File: src/rtl/serial_link_pkg.sv
// Shared definitions for the single-bit sample link between the FIR and its
// sample sources. The transmitter (serial_word_tx) and the matching receiver
// both import this package.
//   tx_state_t          transmitter FSM encoding
//   DEFAULT_DATA_WIDTH  word width used by the FIR datapath
//   cnt_w(n)            width of a counter that must reach n-1 (minimum 1 bit)
package serial_link_pkg;

  typedef enum logic [1:0] {
    IDLE,
    SHIFT,
    GAP
  } tx_state_t;

  localparam int DEFAULT_DATA_WIDTH = 24;

  // A counter that runs 0..n-1 needs $clog2(n) bits. A zero-width vector is
  // not legal, so n<=1 still gets a single bit.
  function automatic int cnt_w(input int n);
    return (n < 2) ? 1 : $clog2(n);
  endfunction

endpackage : serial_link_pkg

File: src/rtl/serial_word_tx.sv
// Parallel-to-serial transmitter for the FIR's single-bit sample link.
// Each DATA_WIDTH word is shifted out LSB first, one bit per enabled cycle.
// A one-word holding register is refilled while the shifter is busy, so with
// MIN_GAP=0 consecutive words stream with no idle bubble.
//
// Ports
//   i_clk         single clock, rising edge
//   i_rst         synchronous, active-high reset
//   i_en          clock enable shared with the downstream receiver
//   i_word        parallel word to transmit
//   i_word_valid  i_word is offered
//   o_word_ready  word accepted on an edge where i_word_valid && o_word_ready
//   o_dout        serial data, LSB first (registered, 0 when idle)
//   o_dout_valid  high only while o_dout carries bit DATA_WIDTH-1 (registered)
//   o_busy        transmitter not idle, or holding register full
module serial_word_tx
  import serial_link_pkg::*;
#(
  parameter int DATA_WIDTH = DEFAULT_DATA_WIDTH,
  parameter int MIN_GAP    = 0
) (
  input  logic                  i_clk,
  input  logic                  i_rst,
  input  logic                  i_en,
  input  logic [DATA_WIDTH-1:0] i_word,
  input  logic                  i_word_valid,
  output logic                  o_word_ready,
  output logic                  o_dout,
  output logic                  o_dout_valid,
  output logic                  o_busy
);

  localparam int BW = cnt_w(DATA_WIDTH);
  localparam int GW = cnt_w(MIN_GAP + 1);

  localparam logic [BW-1:0] LAST_BIT = BW'(DATA_WIDTH - 1);
  localparam logic [BW-1:0] PRE_LAST = BW'(DATA_WIDTH - 2);
  localparam logic [GW-1:0] LAST_GAP = GW'((MIN_GAP > 0) ? MIN_GAP - 1 : 0);

  if (DATA_WIDTH < 2) begin : g_bad_width
    $error("serial_word_tx: DATA_WIDTH must be >= 2");
  end

  tx_state_t             state_q, state_d;
  logic [DATA_WIDTH-1:0] shift_q, shift_d;
  logic [BW-1:0]         bit_cnt_q, bit_cnt_d;
  logic [GW-1:0]         gap_cnt_q, gap_cnt_d;
  logic                  dout_q, dout_d;
  logic                  dout_valid_q, dout_valid_d;
  logic [DATA_WIDTH-1:0] hold_reg_q;
  logic                  hold_full_q;
  logic                  accept;
  logic                  load;

  // Ready must drop during reset even though hold_full is only cleared on
  // the reset edge itself.
  assign o_word_ready = !hold_full_q && !i_rst;
  assign accept       = i_word_valid && o_word_ready;

  // Next-state and datapath decode. With i_en low every register holds,
  // except the valid pulse, which only lives for one enabled cycle.
  always_comb begin
    // NOTE: every signal gets a default before the case so no path leaves it
    // unassigned; a missing default here would infer a latch.
    state_d      = state_q;
    shift_d      = shift_q;
    bit_cnt_d    = bit_cnt_q;
    gap_cnt_d    = gap_cnt_q;
    dout_d       = dout_q;
    dout_valid_d = 1'b0;
    load         = 1'b0;

    if (i_en) begin
      unique case (state_q)
        IDLE: begin
          load = hold_full_q;
        end

        SHIFT: begin
          if (bit_cnt_q == LAST_BIT) begin
            if (MIN_GAP > 0) begin
              state_d   = GAP;
              gap_cnt_d = '0;
              dout_d    = 1'b0;
            end else if (hold_full_q) begin
              load = 1'b1;
            end else begin
              state_d = IDLE;
              dout_d  = 1'b0;
            end
          end else begin
            // o_dout always shows bit 0 of the post-shift register, so the
            // next bit is taken from shift_q[1] on the same edge.
            shift_d      = shift_q >> 1;
            dout_d       = shift_q[1];
            bit_cnt_d    = bit_cnt_q + BW'(1);
            dout_valid_d = (bit_cnt_q == PRE_LAST);
          end
        end

        GAP: begin
          if (gap_cnt_q == LAST_GAP) begin
            if (hold_full_q) begin
              load = 1'b1;
            end else begin
              state_d = IDLE;
            end
          end else begin
            gap_cnt_d = gap_cnt_q + GW'(1);
          end
        end

        default: begin
          state_d = IDLE;
          dout_d  = 1'b0;
        end
      endcase

      if (load) begin
        state_d   = SHIFT;
        shift_d   = hold_reg_q;
        bit_cnt_d = '0;
        dout_d    = hold_reg_q[0];
      end
    end
  end

  always_ff @(posedge i_clk) begin
    // NOTE: state registers use non-blocking assignments so every flop samples
    // the pre-edge values regardless of statement order.
    if (i_rst) begin
      state_q      <= IDLE;
      shift_q      <= '0;
      bit_cnt_q    <= '0;
      gap_cnt_q    <= '0;
      dout_q       <= 1'b0;
      dout_valid_q <= 1'b0;
      hold_full_q  <= 1'b0;
    end else begin
      state_q      <= state_d;
      shift_q      <= shift_d;
      bit_cnt_q    <= bit_cnt_d;
      gap_cnt_q    <= gap_cnt_d;
      dout_q       <= dout_d;
      dout_valid_q <= dout_valid_d;
      // Load and accept never coincide: ready is low whenever hold is full.
      if (load) begin
        hold_full_q <= 1'b0;
      end else if (accept) begin
        hold_full_q <= 1'b1;
      end
    end
  end

  // NOTE: the holding data register has no reset; hold_full_q qualifies it,
  // so its contents are never observed before a word has been written.
  always_ff @(posedge i_clk) begin
    if (accept) begin
      hold_reg_q <= i_word;
    end
  end

  assign o_dout       = dout_q;
  assign o_dout_valid = dout_valid_q;
  assign o_busy       = (state_q != IDLE) || hold_full_q;

endmodule : serial_word_tx
File: config.mk
export PLATFORM = sky130hd
export DESIGN_NAME = serial_word_tx
export DESIGN_NICKNAME = d
export VERILOG_FILES = /design/src/rtl/serial_link_pkg.sv /design/src/rtl/serial_word_tx.sv
export SDC_FILE = /design/constraint.sdc
export NUM_CORES = 1
export LEC_CHECK = 0
export CAP_MARGIN = 40
export CORE_UTILIZATION = 45
export CTS_BUF_LIST = sky130_fd_sc_hd__clkbuf_4
export DETAILED_ROUTE_END_ITERATION = 16
export PLACE_DENSITY = 0.67
export SYNTH_ARGS = -nofsm -noshare
export SYNTH_HDL_FRONTEND = slang
export SYNTH_SLANG_ARGS = --single-unit
File: constraint.sdc
create_clock -name i_clk -period 3.3 [get_ports i_clk]
set_input_delay 0.66 -clock i_clk [delete_from_list [all_inputs] [get_ports i_clk]]
set_output_delay 0.66 -clock i_clk [all_outputs]
set_load 0.1 [all_outputs]
==> impl_metrics.csv <==
group,metric,value,unit
layout,area_growth,15.8,%
timing,slew_violations,0,
clocking,cts_root_buffer,"clkbuf_4",
yosys,synth_cell_types,35,
timing,fmax,450,MHz
routing,drtAntennaViolNets,0,
pwr,power.leakage,0.990,nW
clocking,cts_tree,"built",
timing,finalSetupViolations,0,
global_routing,grt-ovfl-total,0,
clocking,cts_hold_buf,0,
clocking,clk-insertion-delay-late,0.37,ns
routing,totalWireLength,4.58,mm
placement,dpl.cell_count,318,
routing,drt-initial-drc-count,116,
placement,dp_hpwl,2.86,mm
setup_path,critPathMaxFanout,14,
setup_path,cp_cell_sequence,"or2_2 -> buf_4",
die,die_w,75.7,um
routing,via_per_inst,5.40,
global_routing,grt_usage,18.5,%
clocking,cts_max_level,2,
layout,final_util,54.6,%
die,die-area,5720,um^2
yosys,syn-cell-area,2440,um^2
clocking,clock_sinks,56,
layout,stdcell_count,326,
hold_path,hold_path_depth,2,
yosys,synth-seq-area-share,55.8,%
die,initial_core_util,47.2,%
setup_path,cp.required,2.64,ns
placement,gp_congestion,0.764,
routing,detail_route.first_pass.iterations,4,
layout,fillers,482,
placement,placed_area,2770,um^2
timing,hold_viol,0,
timing,tightest_slew,0.742,ns
routing,wl_per_cell,14.1,um
setup_path,slowest_delay,0.63,ns
pwr,fin_total_pwr,1.27,mW
pwr,netSwitchingFraction,26.4,%
yosys,syn_nets,261,
die,core,5170,um^2
pwr,power_frac_seq,61.2,%
layout,layout_commonest_cell,"dfxtp_1",
global_routing,grt_max_degree,35,
clocking,postCtsSetupRepairBufs,0,
setup_path,r2r_setup_slack,1.13,ns
setup_path,r2r_cells,4,
setup_path,reg2reg_to,"shift_q[18]",
setup_path,crit_arrival,1.56,ns
yosys,ys_ff_latch,56,
global_routing,antenna_found_initial,0,
timing,period_share,67.4,%
pwr,p_int,0.939,mW
routing,drc,0,
timing,clock_skew,0.0118,ns
timing,max_slew_margin,50.5,%
global_routing,grt_pass1_vias,1649,
layout,layout.nets,285,
hold_path,hp-start,"shift_q[4]",
setup_path,crit_family,"flip-flops",
setup_path,worst-path-buf-inv,1,
yosys,synth.area.top_cells,"edfxtp_1 30%, dfxtp_1 26%, a221oi_1 5.7%",
clocking,path_clk_slew,0.16,ns
routing,via_count,1760,
pwr,pwr-share-comb,15.2,%
placement,portBuffers,31,
setup_path,crit_path_start,"state_q[0]",
layout,n_antenna_cell,0,
die,io_pins,32,
setup_path,critical_path.startpoint_type,"register",
hold_path,min_to,"shift_q[3]",
run_status,status,"complete, no violations",
clocking,ctsLongestPathBuffers,2,
pwr,power_frac_clock,23.6,%
clocking,cts_resized,0,
setup_path,path_class,"register to primary output",
global_routing,grt_pass1_wl,7.87,mm
timing,fin_setup_tns,0,ns
hold_path,hold_path_class,"register to register",
pwr,powerDensity,451,nW/um^2
timing,layout_min_cycle_time,2.22,ns
pwr,switching_power,0.336,mW
layout,final_cell_area,2830,um^2
layout,final_cell_mix,"32 x dfxtp_1, 27 x clkdlybuf4s50_1, 24 x inv_1, 24 x edfxtp_1, 21 x nand3_1",
yosys,synth_area_leader_cell,"edfxtp_1",
setup_path,cp-end-kind,"primary output",
yosys,synth-warning-count,0,
yosys,synthCells,231,
layout,drive_above_1_share,8.98,%
pwr,peakVddDrop,0.210,mV
clocking,cts_buffers,5,
yosys,synth.top_cell.area_share,29.5,%
flow_run,maxCapViolCount,0,
timing,rsz0062_at_grt,"false",
setup_path,timing.rr.start,"bit_cnt_q[0]",
setup_path,critical-path-slowest-cell,"dfxtp_1",
die,die_h,75.7,um
die,rows,26,
yosys,avgSynthCellArea,10.6,um^2
[layout make-up]
class / instances / area [um^2] / share of cell area (%)
Multi-Input combinational cell: 131 / 868 / 30.7
Sequential cell: 56 / 1360 / 48.2
Timing Repair Buffer: 37 / 358 / 12.7
Clock buffer: 6 / 45.0 / 1.59
Inverter: 24 / 90.1 / 3.19
Clock inverter: 2 / 16.3 / 0.575
Tap cell: 70 / 87.6 / 3.10
[worst reg2reg max path, stage by stage (launching register included)]
cell	delay, ns
dfxtp_1	0.41
ha_1	0.28
nand4b_4	0.35
a31oi_4	0.76
a221oi_1	0.22
[Yosys cell counts]
cell	instances
dfxtp_1	32
edfxtp_1	24
inv_1	24
nand3_1	21
a221oi_1	16
nand2b_1	16
o21ai_0	16
clkbuf_1	10
nand2_1	10
nor3_1	7
a21o_1	6
a311oi_1	6
a21oi_1	5
and2_1	3
buf_2	3
buf_4	3
buf_6	3
nand3b_1	3
a211oi_1	2
a31oi_1	2
ha_1	2
mux2i_1	2
nor2_1	2
o21ai_1	2
a31oi_4	1
buf_8	1
nand3_4	1
nand4_1	1
nand4b_1	1
nand4b_4	1
nor4b_1	1
o31ai_1	1
or2_2	1
or2b_1	1
or3_1	1
[flip-flops by register name (all words and copies together), names as in the netlist]
register	count
shift_q	23
bit_cnt_q	5
hold_reg_q	24
o_dout_valid	1
hold_full_q	1
state_q	1
o_dout	1
[worst max path at each step]
stage                         end  slack (ns)  depth (start not counted)
floorplan           hold_reg_q[0]        0.34                          4
global placement       shift_q[7]        0.92                          5
detailed placement     shift_q[8]        0.90                          5
CTS                        o_busy        1.06                          2
global route         bit_cnt_q[3]        0.93                          5
finish                     o_busy        1.08                          2
[metal layers]
layer  share of wire (%)  track usage, %  wire length (um)  vias up
met4                0.94            6.17                43        0
li1                    -               -                 -      883
met2                  48            29.5              2210       48
met3                 4.0            4.50               181        4
met1                  47            24.9              2150      825
met5                   0               0                 0        -
[power by group through the flow]
stage	logic [mW]	clock network, mW	registers [mW]
floorplan	0.127	0	0.795
global placement	0.189	0	0.794
detailed placement	0.193	0	0.796
CTS	0.194	0.314	0.780
global route	0.212	0.336	0.785
finish	0.193	0.301	0.780
[stage by stage]
stage | worst slack (ns) | hold WS (ns)
4_1_cts | 1.06 | 0.480
3_5_place_dp | 0.903 | 0.460
2_1_floorplan | 0.337 | 0.443
6_report | 1.08 | 0.479
5_1_grt | 0.933 | 0.501
3_3_place_gp | 0.916 | 0.453
[logic make-up after synthesis]
group	synth area share, %
simple gates	16.9
flops	55.8
compound gates	16.8
buf+inv	8.76
fa+ha+maj	1.02
mux	0.820
Power figures use the tool's default switching activity.
